File: src/rtl/pipe_ctrl.sv
// Pipeline controller: data-memory handshake FSM with timeout trap, stage enables,
// branch flush, EX operand forwarding select and a saturating frozen-cycle counter.
module pipe_ctrl #(
  parameter int TIMEOUT = 255,
  parameter int CNT_W   = 16
) (
  input  logic             clk,
  input  logic             rst,
  input  logic             mem_is_load,
  input  logic             mem_is_store,
  input  logic             mem_reg_wr,
  input  logic [4:0]       mem_rd,
  input  logic [4:0]       ex_rs1,
  input  logic [4:0]       ex_rs2,
  input  logic             ex_use_rs1,
  input  logic             ex_use_rs2,
  input  logic             ex_br_taken,
  input  logic             dmem_ack,
  output logic             dmem_req,
  output logic             pc_en,
  output logic             ifid_en,
  output logic             exmem_en,
  output logic             ifid_flush,
  output logic [1:0]       fwd_a,
  output logic [1:0]       fwd_b,
  output logic             err,
  output logic [CNT_W-1:0] stall_cnt
);

  typedef enum logic [1:0] {ST_RUN, ST_MWAIT, ST_ERR} state_t;

  localparam logic [7:0]       TMO_LAST  = 8'(TIMEOUT - 1);
  localparam logic [CNT_W-1:0] STALL_ONE = CNT_W'(1);
  localparam logic [CNT_W-1:0] STALL_MAX = '1;

  state_t           state_q, state_d;
  logic [7:0]       tmo_q, tmo_d;
  logic             err_q, err_d;
  logic [CNT_W-1:0] stall_cnt_q, stall_cnt_d;

  logic mem_acc;
  logic req_raw;
  logic advance;

  function automatic logic [1:0] fwd_sel(
    input logic       use_rs,
    input logic [4:0] rs,
    input logic       wr,
    input logic       ld,
    input logic [4:0] rd
  );
    logic [1:0] sel;
    sel = 2'b00;
    if (use_rs && wr && (rd == rs) && (rd != 5'd0)) begin
      sel = ld ? 2'b10 : 2'b01;
    end
    return sel;
  endfunction

  always_comb begin
    mem_acc     = mem_is_load | mem_is_store;
    req_raw     = 1'b0;
    advance     = 1'b0;
    state_d     = state_q;
    tmo_d       = tmo_q;
    err_d       = err_q;
    stall_cnt_d = stall_cnt_q;

    case (state_q)
      ST_RUN: begin
        req_raw = mem_acc;
        advance = !mem_acc || dmem_ack;
        if (mem_acc && !dmem_ack) begin
          state_d = ST_MWAIT;
          tmo_d   = 8'd0;
        end
      end
      ST_MWAIT: begin
        req_raw = 1'b1;
        advance = dmem_ack;
        // An ack arriving on the last allowed cycle still completes the access.
        if (dmem_ack) begin
          state_d = ST_RUN;
        end else if (tmo_q == TMO_LAST) begin
          state_d = ST_ERR;
          err_d   = 1'b1;
        end else begin
          tmo_d = tmo_q + 8'd1;
        end
      end
      ST_ERR: begin
        err_d = 1'b1;
      end
      default: begin
        state_d = ST_RUN;
      end
    endcase

    if (!advance && (stall_cnt_q != STALL_MAX)) begin
      stall_cnt_d = stall_cnt_q + STALL_ONE;
    end
  end

  always_ff @(posedge clk) begin
    if (rst) begin
      state_q     <= ST_RUN;
      tmo_q       <= 8'd0;
      err_q       <= 1'b0;
      stall_cnt_q <= '0;
    end else begin
      state_q     <= state_d;
      tmo_q       <= tmo_d;
      err_q       <= err_d;
      stall_cnt_q <= stall_cnt_d;
    end
  end

  assign dmem_req   = !rst && req_raw;
  assign pc_en      = !rst && advance;
  assign ifid_en    = !rst && advance;
  assign exmem_en   = !rst && advance;
  assign ifid_flush = !rst && advance && ex_br_taken;
  assign fwd_a      = rst ? 2'b00 : fwd_sel(ex_use_rs1, ex_rs1, mem_reg_wr, mem_is_load, mem_rd);
  assign fwd_b      = rst ? 2'b00 : fwd_sel(ex_use_rs2, ex_rs2, mem_reg_wr, mem_is_load, mem_rd);
  assign err        = err_q;
  assign stall_cnt  = stall_cnt_q;

endmodule

File: config.mk
export PLATFORM = sky130hd
export DESIGN_NAME = pipe_ctrl
export DESIGN_NICKNAME = d
export VERILOG_FILES = /design/src/rtl/pipe_ctrl.sv
export SDC_FILE = /design/constraint.sdc
export NUM_CORES = 1
export LEC_CHECK = 0
export BUFFER_PORTS_ARGS = -buffer_cell sky130_fd_sc_hd__buf_2
export CAP_MARGIN = 20
export CORE_MARGIN = 1.5
export CORE_UTILIZATION = 50
export CTS_BUF_LIST = sky130_fd_sc_hd__clkbuf_4
export DETAILED_ROUTE_END_ITERATION = 7
export HOLD_SLACK_MARGIN = 0.02
export PLACE_DENSITY = 0.78
export SYNTH_ARGS = -nofsm -noshare
export SYNTH_HDL_FRONTEND = slang
export SYNTH_SLANG_ARGS = --single-unit
File: constraint.sdc
create_clock -name clk -period 2.05 [get_ports clk]
set_input_delay 0 -clock clk [delete_from_list [all_inputs] [get_ports clk]]
set_output_delay 0 -clock clk [all_outputs]
set_load 0.005 [all_outputs]
; ---- Word-level counts from Yosys, hierarchy flattened
; Index checks and enable logic that the tools add are counted.
[classes]
add_sub_neg = 2
eq_ne = 11
muxes = 18
bitwise_logic = 2
reduce_logical = 23
[ops]
columns = cell, count
row1 = 8-bit 2-to-1 mux, 3
row2 = 16-bit by 1-bit adder with 16-bit output (second input constant), 1
row3 = 2-bit 2-to-1 mux, 8
row4 = 16-bit != test (second input constant), 1
row5 = 8-bit one-hot mux with 2 select lines, 1
row6 = 1-bit logical AND, 11
row7 = 5-bit == test, 2
row8 = 8-bit by 1-bit adder with 8-bit output (second input constant), 1
row9 = 8-bit == test (second input constant), 1
row10 = 2-bit != test (second input constant), 4
row11 = 1-bit one-hot mux with 2 select lines, 3
row12 = 2-bit one-hot mux with 3 select lines, 1
row13 = 3-bit AND reduction, 2
row14 = 5-bit nonzero test, 1
row15 = 1-bit logical NOT, 4
row16 = 4-bit AND reduction, 1
row17 = 2-bit nonzero test, 2
row18 = 3-bit != test (second input constant), 1
row19 = 2-bit by 1-bit == test with 1-bit output (second input constant), 1
row20 = 2-bit == test (second input constant), 1
row21 = 2-bit logical NOT, 1
row22 = 1-bit 2-to-1 mux, 2
row23 = 1-bit logical OR, 1
row24 = 1-bit NOT, 1
row25 = 1-bit OR, 1
[totals]
register_bits = 27
input_bits = 24
out_inout_bits = 26

; ---- Depth between registers and ports, before layout
[logic_depth]
word_depth = 6
depth_mapped = 7
mapped_depth_nobuf = 6

; ---- Worst setup path before layout
; No wires, ideal clock.
[synth_path]
path_kind = flip-flop to flip-flop
start = register stall_cnt_q[0] (netlist: stall_cnt[0])
end = register stall_cnt_q[14] (netlist: stall_cnt[14])
setup_time_ns = 0.123
arrival_time_ns = 1.669
required_ns = 1.927
setup_slack_ns = 0.257
stages_incl_launch_ff = 7
n_path_buf = 1
cell_sequence = dfxtp_1 ha_1 nand4_1 nor4_4 buf_4 nor4_1 mux2_1
[synth_via]
elab_chain_len = 2
word_cells_on_any_way = 3
cone_classes = 1 x add/sub / 1 x eq/ne / 1 x reduce/logical
[synth_lines]
columns = item, line_no
row1 = start: declaration, 39  ; logic [CNT_W-1:0] stall_cnt_q, stall_cnt_d;
row2 = start signal: assignment, 114  ; stall_cnt_q <= stall_cnt_d;
row3 = branches (longest 2 deep; another with 16-bit by 1-bit adder with 16-bit output), n/a
; Parallel ways; which one is timed is not known.
; A chain may end at the register's enable or synchronous reset.

; ---- Worst setup path after layout
[layout_path]
start = register tmo_q[0]
end = register tmo_q[1]
[layout_via]
elab_chain_len = 4
word_cells_on_any_way = 7
cone_classes = 1 x add/sub / 2 x eq/ne / 3 x mux / 1 x reduce/logical
[layout_lines]
columns = item, line_no
row1 = start: declaration, 37  ; logic [7:0] tmo_q, tmo_d;
row2 = start signal: assignment, 112  ; tmo_q <= tmo_d;
row3 = 8-bit by 1-bit adder with 8-bit output, 88  ; tmo_d = tmo_q + 8'd1;
row4 = 8-bit 2-to-1 mux, 84  ; end else if (tmo_q == TMO_LAST) begin
row5 = 8-bit 2-to-1 mux, 82  ; if (dmem_ack) begin
row6 = 8-bit one-hot mux with 2 select lines, 69  ; case (state_q)
; Several ways; a longest one is shown, not always the timed one. The select of a mux whose other input is x is not followed.

==> impl_metrics.yaml <==
place:
  pre_cts_ws_ns: 0.1887
  place_congestion: 0.8315
  port_buffers: 49
  dpl-instance-area_mm2: 0.001962
  hpwl_mm: 2.803
synthesis:
  netlist_top_cells_count: "27 x dfxtp_1, 14 x a21oi_1, 13 x nand2_1"
  synthCells: 202
  synth_top_flop_cell: "dfxtp_1"
  synth_area_per_cell_um2: 8.319
  synth_warnings: 0
  mappedNetlistArea_mm2: 0.001680
  synth.distinct_cells: 48
  syn-num-nets: 229
  yosysMostFrequentCell: "dfxtp_1"
  synth_top_area_share_pct: 32.17
  ys_top_cells_by_area: "dfxtp_1 32%, xnor2_1 5.2%, a21oi_1 4.2%"
  synth_seq_cells: 27
  synth_area_leader_cell: "dfxtp_1"
  synth-edff-count: 0
  async_flop_share_pct: 0
  ys_seq_area_share_pct: 32.17
timing:
  fmax_mhz: 535.7
  worst_slew_margin_rel_pct: 55.30
  finalHoldViolCount: 0
  period_needed_ns: 1.867
  hold_ws_ns: 0.06630
  rsz0062_at_grt: "no"
  timing.final.crit_share_pct: 91.05
  drv_slew: 0
  setup-tns-final_ns: 0
  worst_slew_pin_slew_ns: 0.6704
  fin_worst_skew_ns: 0.001493
  setup_viol: 0
  fin_ws_ns: 0.1834
drt:
  wl_mm: 3.727
  drt_iter0_drc: 123
  ant_nets: 0
  vias_per_cell: 5.689
  wl_per_cell_um: 12.72
  vias: 1667
  drt_first_pass_iters: 4
  drc_errors: 0
flow_run:
  drv_cap: 0
grt:
  grt_use_met2_pct: 36.10
  grt_pass1_wl_mm: 6.361
  grt_overflow: 0
  use_met3_pct: 5.330
  grt_busiest_layer: "met2"
  gr-usage-met1_pct: 29.74
  grt_pass1_vias: 1431
  antenna_found_initial: 0
  grt_use_total_pct: 22.26
  grt_max_degree: 41
cts:
  cts-root-buf: "clkbuf_4"
  cts_resized: 0
  cts_max_level: 1
  cts_buffer_depth: 2
  numCtsBuffers: 3
  clk_latency_ns: 0.34
  path_clk_slew_ns: 0.16
  cts_tree: "yes"
  hold_buffers: 0
  cts_setup_buffers: 0
  cts_sinks: 27
setup_path:
  criticalPathCategory: "flop to flop"
  r2r_start: "tmo_q[0]"
  cp_slowest_cell: "or4_1"
  startpoint_type: "flop"
  cp_max_fo: 7
  critPathLaunch: "tmo_q[0]"
  endpoint_kind: "flop"
  slowest_delay_ns: 0.48
  crit_chain: "inv_1 > ha_1 > and4_1 > and3_1 > or4_1 > a21oi_1"
  crit_required_ns: 2.33
  arrival_ns: 2.15
power_and_ir_drop:
  seqPwrFrac_pct: 59.6
  pwr-share-comb_pct: 12.7
  ir_drop_mv: 0.2924
  clkPwrFrac_pct: 27.7
  p_leak_nw: 0.7732
  intPower_mw: 0.6572
  switching_share_pct: 27.09
  netSwitchingPower_mw: 0.2441
  p_per_area_mw_per_mm2: 452.5
cells_and_area:
  drive_gt1_share_pct: 26.10
  nNetsFinal: 277
  antenna_cells: 0
  syn_to_final_growth_pct: 18.54
  finalInstanceArea_mm2: 0.001992
floorplan:
  dieArea_mm2: 0.003717
  top_level_ports: 50
  coreArea_mm2: 0.003128
  die_w_um: 60.97
  core.rowCount: 20
  start_util_pct: 53.72
  die_h_um: 60.97
min_path:
  hold_path.class: "input port to flop"
  hold_start: "dmem_ack"
outcome:
  status: "complete, no violations"
[critical path: cells and delay by family, from the launching register on]
| kind | cells | cell delay [ns] |
|---|---|---|
| and+or+nand+nor | 3 | 0.96 |
| buffers and inverters | 1 | 0.08 |
| adders and majority gates | 1 | 0.20 |
| AOI/OAI and AO/OA | 1 | 0.14 |
| DFF | 1 | 0.44 |
[power by group through the flow]
stage	logic (mW)	registers, mW	clock network, mW
final	0.115	0.537	0.250
after global routing	0.130	0.539	0.278
after CTS	0.115	0.537	0.253
after detailed placement	0.115	0.548	0
after global placement	0.114	0.547	0
after floorplan	0.0719	0.547	0
[worst paths after layout]
| path | end | slack (ns) | cells past startpoint |
|---|---|---|---|
| max | tmo_q[1] | 0.18 | 6 |
| min | state_q[1] | 0.07 | 4 |
| max reg2reg | tmo_q[1] | 0.18 | 6 |
| min reg2reg | err | 0.50 | 2 |
[logic make-up after synthesis]
logic type      after synthesis  synth area share (%)
simple gates                 98                 35.22
compound gates               43                 16.53
flops                        27                 32.17
buf+inv                      14                 4.021
xor+xnor                     10                 5.212
mux                           7                 4.616
fa+ha+maj                     3                 2.234
[registers in the layout (all words and copies together) (netlist names)]
| name | flops |
|---|---|
| stall_cnt | 16 |
| tmo_q | 8 |
| state_q | 2 |
| err | 1 |
[per-stage QoR]
| stage | util, % | total power, mW | std cells |
|---|---|---|---|
| 6_report | 63.68 | 0.9013 | 293 |
| 5_1_grt | 63.68 | 0.9464 | 293 |
| 4_1_cts | 63.68 | 0.9050 | 293 |
| 3_5_place_dp | 62.72 | 0.6632 | 289 |
| 3_3_place_gp | 62.72 | 0.6615 | 289 |
| 2_1_floorplan | - | 0.6190 | 202 |
[cell type report]
type	instances	area [um^2]
clock buffers	3	22.52
clock inverters	1	7.507
fillers	290	1136
inverters	3	11.26
multi-input cells	161	1072
flip-flops and latches	27	540.5
well taps	44	55.05
repair buffers	54	282.8
[placed cells by master, fill, tap and decap left out, types with 6 or more instances in the layout]
cell,n
nor2_1,11
xnor2_1,10
o21ai_0,9
nand4_1,8
nand2_1,13
or4_1,6
nor3_1,11
nor4_1,7
buf_2,49
dfxtp_1,27
a21oi_1,14
nor2b_1,7
nand3_1,9
[routing by layer]
layer | up-vias | wire (um) | share of wire, %
met4 | 0 | 33 | 0.89
li1 | 869 | - | -
met3 | 5 | 162 | 4.3
met5 | - | 0 | 0
met1 | 758 | 1810 | 49
met2 | 35 | 1721 | 46
Note: power is estimated with default switching activity, not from simulation.
